[src/rtl/ov7670_config_sequencer.sv]
// Walks the OV7670 register ROM and issues one SCCB write per {reg,val} entry.
// Optional SCCB ready watchdog is enabled by defining SCCB_TIMEOUT_EN.
module ov7670_config_sequencer #(
    parameter int unsigned CLK_FREQ_HZ = 25_000_000,
    parameter int unsigned DELAY_MS    = 10
`ifdef SCCB_TIMEOUT_EN
    , parameter int unsigned TIMEOUT_CYCLES = 1_000_000
`endif
) (
    input  logic        clk,
    input  logic        rst,
    input  logic        start,
    output logic [7:0]  rom_addr,
    input  logic [15:0] rom_data,
    output logic        sccb_start,
    output logic [7:0]  sccb_reg,
    output logic [7:0]  sccb_val,
    input  logic        sccb_ready,
    output logic        busy,
    output logic        done,
    output logic        err,
    output logic [7:0]  write_count
);

    // Handshake: sccb_start is asserted only in a cycle where sccb_ready is high;
    // the master takes the request on that clock edge and drops ready the cycle after.

    localparam logic [31:0] DELAY_CYCLES = CLK_FREQ_HZ / 1000 * DELAY_MS;
    localparam int          DLY_W        = $clog2(DELAY_CYCLES + 1);
    localparam logic [DLY_W-1:0] DLY_LAST = DLY_W'(DELAY_CYCLES - 1);

    localparam logic [3:0] IDLE      = 4'd0;
    localparam logic [3:0] FETCH     = 4'd1;
    localparam logic [3:0] DECODE    = 4'd2;
    localparam logic [3:0] WAIT_RDY  = 4'd3;
    localparam logic [3:0] HOLD      = 4'd4;
    localparam logic [3:0] WAIT_DONE = 4'd5;
    localparam logic [3:0] DELAY     = 4'd6;
    localparam logic [3:0] NEXT      = 4'd7;
    localparam logic [3:0] DONE      = 4'd8;

    logic [3:0]       state;
    logic [DLY_W-1:0] dly_cnt;

    assign sccb_start = (state == WAIT_RDY) && sccb_ready;

`ifdef SCCB_TIMEOUT_EN
    localparam int            WD_W    = $clog2(TIMEOUT_CYCLES + 1);
    localparam logic [WD_W-1:0] WD_LAST = WD_W'(TIMEOUT_CYCLES - 1);

    logic [WD_W-1:0] wd_cnt;
    logic            err_q;
    logic            in_wait;
    logic            wd_fire;

    // A ready arriving on the final cycle wins over the watchdog.
    assign in_wait = (state == WAIT_RDY) || (state == WAIT_DONE);
    assign wd_fire = in_wait && !sccb_ready && (wd_cnt == WD_LAST);
    assign err     = err_q;

    always_ff @(posedge clk) begin
        if (rst || !in_wait || sccb_ready || wd_fire) begin
            wd_cnt <= '0;
        end else begin
            wd_cnt <= wd_cnt + 1'b1;
        end
    end
`else
    assign err = 1'b0;
`endif

    always_ff @(posedge clk) begin
        if (rst) begin
            state       <= IDLE;
            rom_addr    <= '0;
            sccb_reg    <= '0;
            sccb_val    <= '0;
            busy        <= 1'b0;
            done        <= 1'b0;
            write_count <= '0;
            dly_cnt     <= '0;
`ifdef SCCB_TIMEOUT_EN
            err_q       <= 1'b0;
`endif
        end else begin
            case (state)
                IDLE, DONE: begin
                    if (start) begin
                        rom_addr    <= '0;
                        done        <= 1'b0;
                        write_count <= '0;
                        busy        <= 1'b1;
                        state       <= FETCH;
`ifdef SCCB_TIMEOUT_EN
                        err_q       <= 1'b0;
`endif
                    end
                end
                FETCH: state <= DECODE;
                DECODE: begin
                    if (rom_data == 16'hFFFF) begin
                        busy  <= 1'b0;
                        done  <= 1'b1;
                        state <= DONE;
                    end else if (rom_data == 16'hFFF0) begin
                        dly_cnt <= '0;
                        state   <= DELAY;
                    end else begin
                        sccb_reg <= rom_data[15:8];
                        sccb_val <= rom_data[7:0];
                        state    <= WAIT_RDY;
                    end
                end
                WAIT_RDY: begin
                    if (sccb_ready) begin
                        if (write_count != 8'hFF) begin
                            write_count <= write_count + 8'd1;
                        end
                        state <= HOLD;
                    end
                end
                // Master ready is still settling the cycle after the request.
                HOLD: state <= WAIT_DONE;
                WAIT_DONE: begin
                    if (sccb_ready) begin
                        state <= NEXT;
                    end
                end
                DELAY: begin
                    if (dly_cnt == DLY_LAST) begin
                        state <= NEXT;
                    end else begin
                        dly_cnt <= dly_cnt + 1'b1;
                    end
                end
                NEXT: begin
                    if (rom_addr == 8'hFF) begin
                        busy  <= 1'b0;
                        done  <= 1'b1;
                        state <= DONE;
                    end else begin
                        rom_addr <= rom_addr + 8'd1;
                        state    <= FETCH;
                    end
                end
                default: state <= IDLE;
            endcase
`ifdef SCCB_TIMEOUT_EN
            if (wd_fire) begin
                err_q <= 1'b1;
                busy  <= 1'b0;
                state <= IDLE;
            end
`endif
        end
    end

endmodule

[config.mk]
export PLATFORM = sky130hd
export DESIGN_NAME = ov7670_config_sequencer
export DESIGN_NICKNAME = d
export VERILOG_FILES = /design/src/rtl/ov7670_config_sequencer.sv
export SDC_FILE = /design/constraint.sdc
export NUM_CORES = 1
export LEC_CHECK = 0
export CAP_MARGIN = 10
export CORE_UTILIZATION = 52
export DETAILED_ROUTE_END_ITERATION = 12
export PLACE_DENSITY = 0.8
export SLEW_MARGIN = 20
export SYNTH_ARGS = -nofsm -noshare
export SYNTH_HDL_FRONTEND = slang
export SYNTH_SLANG_ARGS = --single-unit
[constraint.sdc]
create_clock -name clk -period 2.18 [get_ports clk]
set_input_delay 0.545 -clock clk [delete_from_list [all_inputs] [get_ports clk]]
set_output_delay 0.545 -clock clk [all_outputs]
set_load 0.05 [all_outputs]
=== After elaboration in Yosys (flattened, before gate mapping) ===
Index checks and enable logic that the tools add are counted.

* Flip-flop bits (word level): 56
* Latch bits: 0
* Bits in writable memories: 0
* Bits in read-only memories: 0
* Input port bits: 20
* Word-level logic and storage cells: 76
* Memories: 0

* Add/sub/neg operators: 3
* Multipliers: 0
* Divide/modulo/power cells: 0
* $lt $le $gt $ge: 0
* Equality and inequality tests: 24
* Shift-type cells: 0
* Multiplexer cells: 26
* Bitwise operators: 2
* Reductions and logical operators: 13

{| class="wikitable"
|+ Operators by type and width
! cell !! number
|-
| two-way mux 18 bit || 3
|-
| one-hot mux 18 bit (2 select lines) || 1
|-
| equality test 16 bit (second input constant) || 2
|-
| two-way mux 8 bit || 4
|-
| one-hot mux 4 bit (8 select lines) || 1
|-
| one-hot mux 8 bit (2 select lines) || 2
|-
| two-way mux 4 bit || 6
|-
| != test 2 bit (second input constant) || 10
|-
| adder 18 x 1 -> 18 bit (second input constant) || 1
|-
| equality test 18 bit (second input constant) || 1
|-
| adder 8 x 1 -> 8 bit (second input constant) || 2
|-
| equality test 4 x 3 -> 1 bit (second input constant) || 4
|-
| AND reduction 4 bit || 4
|-
| equality test 4 x 2 -> 1 bit (second input constant) || 2
|-
| equality test 8 bit (second input constant) || 1
|-
| != test 8 bit (second input constant) || 1
|-
| two-way mux 1 bit || 6
|-
| one-hot mux 1 bit (3 select lines) || 2
|-
| AND reduction 3 bit || 2
|-
| nonzero test 2 bit || 3
|-
| equality test 4 x 1 -> 1 bit (second input constant) || 1
|-
| equality test 4 bit (second input constant) || 1
|-
| logical NOT 4 bit || 1
|-
| two-way mux 3 bit || 1
|-
| other kinds (5) || 6
|}

=== Logic depth before layout (Yosys ltp) ===
Gate-level depths: netlist (run 1).

* Word-level depth: 4
* Gate-level depth with buffers: 7
* Mapped depth without buffers: 6

=== Worst setup path after synthesis (run 1) ===
OpenSTA, ideal clock, no wires.

* Kind: reg-to-output
* Start: register state[0]
* End: output port sccb_start
* Arrival: 1.570 ns
* Required time: 1.635 ns
* Path slack: 0.065 ns
* Cell stages (with the launch flop): 5
* Buffers on the path: 1
* Cell sequence: dfxtp_1 -> buf_6 -> nand2_1 -> or3_1 -> nor2_1

* Longest elaborated chain between the ends: 2

{| class="wikitable"
|+ RTL lines
! element !! line !! source
|-
| from (decl) || 42 || <nowiki>logic [3:0] state;</nowiki>
|-
| from (signal assigned) || 74 || <nowiki>state <= IDLE;</nowiki>
|-
| from (signal assigned) || 93 || <nowiki>state <= FETCH;</nowiki>
|-
| from (signal assigned) || 99 || <nowiki>FETCH: state <= DECODE;</nowiki>
|-
| equality test 4 x 2 -> 1 bit || 45 || <nowiki>assign sccb_start = (state == WAIT_RDY) && sccb_ready;</nowiki>
|-
| logical AND 1 bit || 45 ||
|-
| to (decl) || 15 || <nowiki>output logic sccb_start,</nowiki>
|}

No other way between the ends.

=== Worst setup path in the final report (run 1) ===
* Start: register rom_addr[2]
* End: output port rom_addr[2]

{| class="wikitable"
|+ RTL lines
! element !! line !! source
|-
| from (decl) || 13 || <nowiki>output logic [7:0] rom_addr,</nowiki>
|-
| from (signal assigned) || 142 || <nowiki>rom_addr <= rom_addr + 8'd1;</nowiki>
|}

No word-level cell between the ends.

==> impl_metrics.ini, run 1 <==
[routing]
drc = 0
via_per_inst = 5.656
detail_route.wl_per_cell_um = 14.05
dr.first_iter.drc_count = 184
wirelength_mm = 6.701
postRouteAntennaNets = 0
first_pass_iters = 4
via_count = 2698

[yosys]
synthArstFlopShare = 0
ys_ff_latch = 56
synthTopCellsByCount = dfxtp_1, nor2_1, nand2_1
synthDistinctLibCells = 61
synth_nets = 354
synth.top_cell.area_share = 0.3909
ys.flop_type = dfxtp_1
yosysTopAreaCell = dfxtp_1
synth_area_leaders = dfxtp_1, mux2i_1, nor2_1
synth_area_per_cell_um2 = 8.664
synth_area_um2 = 2868
ys_warn_count = 0
yosysMostFrequentCell = dfxtp_1
syn_inst = 331
ys_seq_area_frac = 0.3909
synth_edf_count = 0

[setup_path]
end_kind = output port
crit_chain = clkdlybuf4s50_1
worst_path_max_delay_cell = clkdlybuf4s50_1
cp.required_ns = 1.63
critPathKind = reg -> out
cp_max_fo = 5
critical_path.top_delay_family = buffers and inverters
r2r_cells = 6
cp.buffers_inverters = 1
worstPathArrival_ns = 1.58
start_kind = flip-flop
ff2ff_setup_slack_ns = 0.06
timing.critical_path.depth = 1
rr_startpoint = dly_cnt[1]$_SDFFE_PP0P_
slowest_delay_ns = 0.84
crit_start = rom_addr[2]$_SDFFE_PP0P_

[sta]
period_needed_ns = 2.124
relSlewSlack = 0.6503
worst_pin_slew_ns = 0.5229
fin_worst_skew_ns = 0.008924
setup_violations = 0
rsz0062_at_grt = false
hold_viol = 0
period_share = 0.9743
fmax_mhz = 470.8
finalSetupTns_ns = 0
maxSlewViolCount = 0

[clock_network]
htree_levels = 2
clk_pin_slew_ns = 0.10
cts_tree = built
worstSkewPairLatency_ns = 0.31
root_buffer = clkbuf_8
cts_setup_buffers = 0
ctsLongestPathBuffers = 2
cts_sinks = 56
cts_buffers = 5

[die]
fp.dieW_um = 76.26
row_count = 26
die_h_um = 76.26
io_pins = 56
die-area_um2 = 5816
fp.coreArea_um2 = 5205
start_util = 0.5510

[cells_and_area]
drive_gt1_frac = 0.1425
seq_area_um2 = 1122
synthToLayoutAreaGrowth_pct = 31.41
finalCoreUtilization = 0.7240
largest_register = dly_cnt
multi_input_area_um2 = 1613
largest_reg_flops = 18
final_net_count = 429
antennaDiodeCount = 0
fillers = 414

[power]
ir_drop_uv = 554.8
leakage_nw = 1.372
pwr_density_cell_nw_per_um2 = 764.6

[place]
detailed_place_hpwl_mm = 4.920
numPortBuffers = 54
routabilityCongestion = 0.8630

[global_route]
antenna_found_initial = 0
grt_max_degree = 38
overflow = 0
grt_usage = 0.2273
grt_pass1_vias = 2450
grt_pass1_wl_mm = 11.01

[hold_path]
whs_path_depth = 2
hp-start = done$_SDFFE_PP0P_
hold_class = reg -> reg

[run]
drv_cap = 0

[outcome]
outcome = finished, final reports clean
## kinds of logic after synthesis
logic type,after synthesis,share of synthesized area
and+or+nand+nor,148,0.2736
DFF,56,0.3909
xor gates and xnor gates,13,0.03970
AOI/OAI and AO/OA,69,0.1667
adders and majority gates,3,0.01309
muxes,19,0.06632
buffers and inverters,22,0.04843
other,1,0.001308
## where the power goes
group / internal, W / leakage [nW] / switching, W
registers: 0.00111 / 0.453 / 0.0000683
logic: 0.000466 / 0.868 / 0.000635
clock network: 0.000261 / 0.0516 / 0.000341
total: 0.00184 / 1.37 / 0.00104
## worst paths after layout
check                               end
setup / recovery            rom_addr[2]
hold / removal        done$_SDFFE_PP0P_
setup reg to reg  state[1]$_SDFFE_PP0P_
hold reg to reg       done$_SDFFE_PP0P_
## repair_timing
action	4_1_cts	5_1_grt
endpoints found under the hold margin	0	0
endpoints found under the setup margin	0	6
gates resized for setup	0	7
hold buffers	0	0
## layout make-up
type,count,share of cell area
sequential,56,0.2978
tap,70,0.02324
inverter,5,0.004980
multi-input combinational,253,0.4280
clock inverter,2,0.003652
clock buffer,6,0.02191
timing repair buffer,85,0.2205
## through the flow
step	cells	setup WS, ns	hold slack, ns	cell area [µm²]	power, W
6_report	477	0.05609	0.4886	3769	0.002881
4_1_cts	477	0.01557	0.4909	3752	0.002896
3_3_place_gp	469	-0.1346	0.4608	3656	0.002277
3_5_place_dp	469	-0.1901	0.4738	3656	0.002293
2_1_floorplan	331	0.06536	0.4521	2868	0.001947
5_1_grt	477	0.005930	0.5238	3769	0.003020
## metal layers
metal	GRT usage	routed length, µm	up-vias
met2	0.3712	3075	67
met1	0.3039	3215	1260
li1	-	-	1363
met4	0.05192	46	0
met3	0.05269	364	8
met5	0	0	-
## cell usage in the layout, fill, tap and decap left out, types with 4 or more instances in the layout
cell type and n:
inv_1 5, dlymetal6s2s_1 4, o21ai_0 11, nand2_1 26, nand4_1 10, buf_4 28, nor3_1 8, and3_1 6
a21oi_1 18, nand4b_1 4, nor2_1 47, xor2_1 9, dfxtp_1 55, mux2i_1 19, nand3_1 9, or4_1 7
o211ai_1 5, clkbuf_8 6, or3_1 6, xnor2_1 4, buf_12 4, a31oi_1 7, o31ai_1 4, clkdlybuf4s50_1 49
(Power assumes the default switching activity.)
==> run 2, diff against run 1 <==
Settings changed: CORE_UTILIZATION 52 to 45, PLACE_DENSITY 0.8 to 0.71.
==> run 2 against run 1 <==
Effect of this change:
- worst hold slack worse by 0.0078 ns
- core utilization shrank 8.5 points
- critical path depth unchanged
- clock skew shrank 0.0013 ns
- cell area is 2.2% higher
- clock power rose by 53%
- global-route usage is 0.40 points lower
- setup slack improved by 0.0054 ns
- largest cell class unchanged
- power rose by 9.6%
- via count grew 0.37%
- cell count is 1.7% higher
- wire length rose by 3.1%
==> impl_metrics.ini, run 2 (synthesis gave the netlist of run 1 again) <==
[outcome]
outcome = finished, final reports clean

[place]
numPortBuffers = 54
routabilityCongestion = 0.8138
placed_cells = 477
detailed_place_hpwl_mm = 4.976

[die]
fp.dieW_um = 81.83
io_pins = 56
start_util = 0.4759
die_h_um = 81.83
die-area_um2 = 6696
fp.coreArea_um2 = 6026
row_count = 28

[clock_network]
cts_tree = built
ctsLongestPathBuffers = 2
cts_sinks = 56
root_buffer = clkbuf_8
htree_levels = 2
cts_buffers = 5
clk_pin_slew_ns = 0.10
cts_setup_buffers = 0
worstSkewPairLatency_ns = 0.32

[cells_and_area]
synthToLayoutAreaGrowth_pct = 34.25
largest_reg_flops = 18
layout_commonest_cell = dfxtp_1
finalCoreUtilization = 0.6389
largest_register = dly_cnt
antennaDiodeCount = 0
stdcell_count = 485
mostFrequentLayoutCells = dfxtp_1, clkdlybuf4s50_1, nor2_1
drive_gt1_frac = 0.1561
final_net_count = 432

[setup_path]
critical_path.top_delay_family = buffers and inverters
worstPathArrival_ns = 1.57
crit_chain = clkdlybuf4s50_1
end_kind = output port
start_kind = flip-flop
worst_path_max_delay_cell = clkdlybuf4s50_1
critPathKind = reg -> out
cp.buffers_inverters = 1
cp.required_ns = 1.63
cp_max_fo = 5
slowest_delay_ns = 0.83

[global_route]
grt_pass1_vias = 2557
overflow = 0
grt_pass1_wl_mm = 11.63
antenna_found_initial = 0
grt_usage = 0.2233
grt_max_degree = 40

[routing]
wl_met1_mm = 3.245
wl_met3_um = 297
wirelength_mm = 6.908
wl_met2_mm = 3.322
via_per_inst = 5.584
detail_route.wl_per_cell_um = 14.24
drc = 0
top_layer_used = met4
first_pass_iters = 5
postRouteAntennaNets = 0
dr.first_iter.drc_count = 95
via_count = 2708

[sta]
whs_ns = 0.4808
maxSlewViolCount = 0
relSlewSlack = 0.5259
period_share = 0.9718
fin_worst_skew_ns = 0.007637
fmax_mhz = 472.0
worst_pin_slew_ns = 0.7095
rsz0062_at_grt = false
hold_viol = 0
period_needed_ns = 2.118
setup_violations = 0

[power]
pwr_density_cell_nw_per_um2 = 820.2
finalPower_w = 0.003158
leakage_nw = 1.410
ir_drop_uv = 585.1

[run]
drv_cap = 0

[hold_path]
hold_class = reg -> reg
[run 2: area by class of cell]
type	instances	area, µm²
fillers	530	2176
multi-input cells	253	1627
flip-flops and latches	56	1124
repair buffers	88	828.3
well taps	75	93.84
clock inverters	3	90.09
clock buffers	5	68.82
inverters	5	18.77
[run 2: metal layers]
metal / up-vias / GRT usage
li1: 1372 / -
met1: 1284 / 0.2843
met2: 47 / 0.3884
met3: 5 / 0.04000
met4: 0 / 0.05263
met5: - / 0
[run 2: path summary, 6_finish.rpt]
check / depth (start not counted) / slack, ns / end / from
worst max-delay path: 1 / 0.06 / rom_addr[6] / rom_addr[6]$_SDFFE_PP0P_
worst min-delay path: 2 / 0.48 / done$_SDFFE_PP0P_ / done$_SDFFE_PP0P_
worst max register to register: 6 / 0.09 / state[1]$_SDFFE_PP0P_ / dly_cnt[0]$_SDFFE_PP0P_
worst min register to register: 2 / 0.48 / done$_SDFFE_PP0P_ / done$_SDFFE_PP0P_
[run 2: what timing repair did]
action / 4_1_cts / 5_1_grt
hold buffers: 0 / 0
gates cloned: 0 / 0
gates resized for setup: 1 / 10
endpoints found under the setup margin: 1 / 13
[run 2: metrics by stage]
stage | setup WS (ns) | cell area [µm²] | setup TNS, ns
5_1_grt | 0.004805 | 3850 | 0
2_1_floorplan | 0.06536 | 2868 | 0
4_1_cts | 0.008152 | 3821 | 0
3_3_place_gp | -0.1846 | 3660 | -4.802
3_5_place_dp | -0.2344 | 3660 | -5.207
6_report | 0.06151 | 3850 | 0
[run 2: where the power goes]
| part | switching (W) | internal [W] |
|---|---|---|
| Clock | 0.000346 | 0.000574 |
| Sequential | 0.0000736 | 0.00111 |
| Combinational | 0.000620 | 0.000433 |
==> run 3, diff against run 2 <==
Settings changed: SLEW_MARGIN 20 to not set.
Clock period 2.18 ns to 2 ns, I/O delays scaled along.
==> run 3 against run 2 <==
Effect of this change:
- the flow now finishes with violations (negative setup slack)
- count of clock-buffer cells in the layout rose by 2
- critical path type is now reg -> reg
- via count rose by 5.3%
- worst hold slack got worse by 0.0084 ns
- register-to-register slack got worse by 0.09 ns
- non-clock buffer count rose by 17
- first-iteration DRC count rose by 69%
- combinational power rose by 21%
- cell area rose by 3.1%
- power rose by 6.3%
- clock power fell by 13%
- clock skew fell by 0.0031 ns
==> impl_metrics.ini, run 3 (synthesis gave the netlist of run 1 again) <==
[cells_and_area]
layout_commonest_cell = buf_4
antennaDiodeCount = 0
drive_gt1_frac = 0.2693
largest_reg_flops = 18
final_net_count = 449
fillers = 503
synthToLayoutAreaGrowth_pct = 38.44
stdcell_count = 502
largest_register = dly_cnt
fin_area_um2 = 3970
mostFrequentLayoutCells = buf_4, dfxtp_1, nor2_1

[power]
leakage_nw = 1.557
ir_drop_uv = 502.1
pwr_density_cell_nw_per_um2 = 845.5
finalPower_w = 0.003357

[clock_network]
worstSkewPairLatency_ns = 0.31
root_buffer = clkbuf_8
ctsLongestPathBuffers = 2
cts_tree = built
clk_pin_slew_ns = 0.09
cts_sinks = 56
cts_buffers = 5
htree_levels = 2

[hold_path]
hold_class = reg -> reg
whs_path_depth = 1
hold_end = state[2]$_SDFFE_PP0P_
hp-start = state[3]$_SDFFE_PP0P_

[setup_path]
critPathKind = reg -> reg
cp.required_ns = 2.19
worstPathArrival_ns = 2.19
r2r_cells = 7
end_kind = flip-flop
cp_max_fo = 4
crit_chain = ha_4, nand3_4, or4_4, o21a_4, buf_4, o31ai_1, a21oi_2
critical_path.top_delay_family = compound AO/OA/AOI/OAI gates
rr_startpoint = dly_cnt[0]$_SDFFE_PP0P_
worst_path_max_delay_cell = or4_4
cp.buffers_inverters = 1
r2r_end = state[1]$_SDFFE_PP0P_
start_kind = flip-flop
slowest_delay_ns = 0.47
ff2ff_setup_slack_ns = -0.001

[die]
die_h_um = 81.83
fp.dieW_um = 81.83
io_pins = 56
fp.coreArea_um2 = 6026
start_util = 0.4759
row_count = 28
die-area_um2 = 6696

[routing]
via_count = 2851
postRouteAntennaNets = 0
wirelength_mm = 7.092
first_pass_iters = 6
via_per_inst = 5.679
drc = 0
dr.first_iter.drc_count = 161
detail_route.wl_per_cell_um = 14.13

[place]
placed_cells = 493
routabilityCongestion = 0.8533
post_dp_cell_area_um2 = 3741
detailed_place_hpwl_mm = 5.262
numPortBuffers = 54

[run]
drv_cap = 0

[global_route]
grt_pass1_vias = 2643
use_met3 = 0.03556
top_usage_layer = met2
grt_use_met2 = 0.3851
grt_usage = 0.2247
grtUsageMet1 = 0.2807
overflow = 0
grt_pass1_wl_mm = 11.75
antenna_found_initial = 0
grt_max_degree = 17

[sta]
period_needed_ns = 2.001
worst_pin_slew_ns = 0.5404
setup_violations = 1
maxSlewViolCount = 0
fin_worst_skew_ns = 0.004535
period_share = 1.001
finalSetupTns_ns = -0.001124
fin_ws_ns = -0.001124
hold_viol = 0
rsz0062_at_grt = true
fmax_mhz = 499.7
relSlewSlack = 0.6350

[outcome]
outcome = finished, violations left
violations = negative setup slack
-- run 3: metrics by stage --
step / hold slack, ns / util / setup WS [ns]
after floorplan: 0.4521 / - / 0.01041
after global placement: 0.4665 / 0.6208 / -0.3682
after detailed placement: 0.4783 / 0.6208 / -0.4173
after CTS: 0.4731 / 0.6483 / -0.02379
after global routing: 0.4826 / 0.6588 / -0.04438
final: 0.4724 / 0.6588 / -0.001124
-- run 3: cell type report --
class	instances	area [µm²]	area share
repair buffers	105	917.1	0.2310
flip-flops and latches	56	1135	0.2858
multi-input cells	253	1679	0.4229
clock buffers	7	96.34	0.02427
clock inverters	1	30.03	0.007564
well taps	75	93.84	0.02364
inverters	5	18.77	0.004727
-- run 3: report_power, final --
part	internal, W	total [W]	switching [W]
clock network	0.000442	0.000798	0.000356
registers	0.00121	0.00129	0.0000798
logic	0.000557	0.00127	0.000708
total	0.00221	0.00336	0.00114
-- run 3: what timing repair did --
item | 4_1_cts | 5_1_grt
setup buffers | 0 | 1
hold buffers | 0 | 0
gates resized for setup | 9 | 19
setup endpoints to repair | 9 | 19
pin swaps | 2 | 5
gates cloned | 0 | 0
-- run 3: worst max-delay path by stage --
stage | start | end | slack (ns) | cells after the start
finish | dly_cnt[0]$_SDFFE_PP0P_ | state[1]$_SDFFE_PP0P_ | -0.001 | 7
detailed placement | rom_data[0] | state[2]$_SDFFE_PP0P_ | -0.42 | 6
floorplan | dly_cnt[1]$_SDFFE_PP0P_ | state[1]$_SDFFE_PP0P_ | 0.01 | 6
global route | dly_cnt[0]$_SDFFE_PP0P_ | state[1]$_SDFFE_PP0P_ | -0.04 | 7
global placement | rom_data[0] | state[2]$_SDFFE_PP0P_ | -0.37 | 6
CTS | state[3]$_SDFFE_PP0P_ | sccb_start | -0.02 | 4
-- run 3: layer usage --
layer	routed length, µm	vias to the layer above
li1	-	1404
met2	3458	77
met4	169	0
met5	0	-
met1	3194	1350
met3	270	20
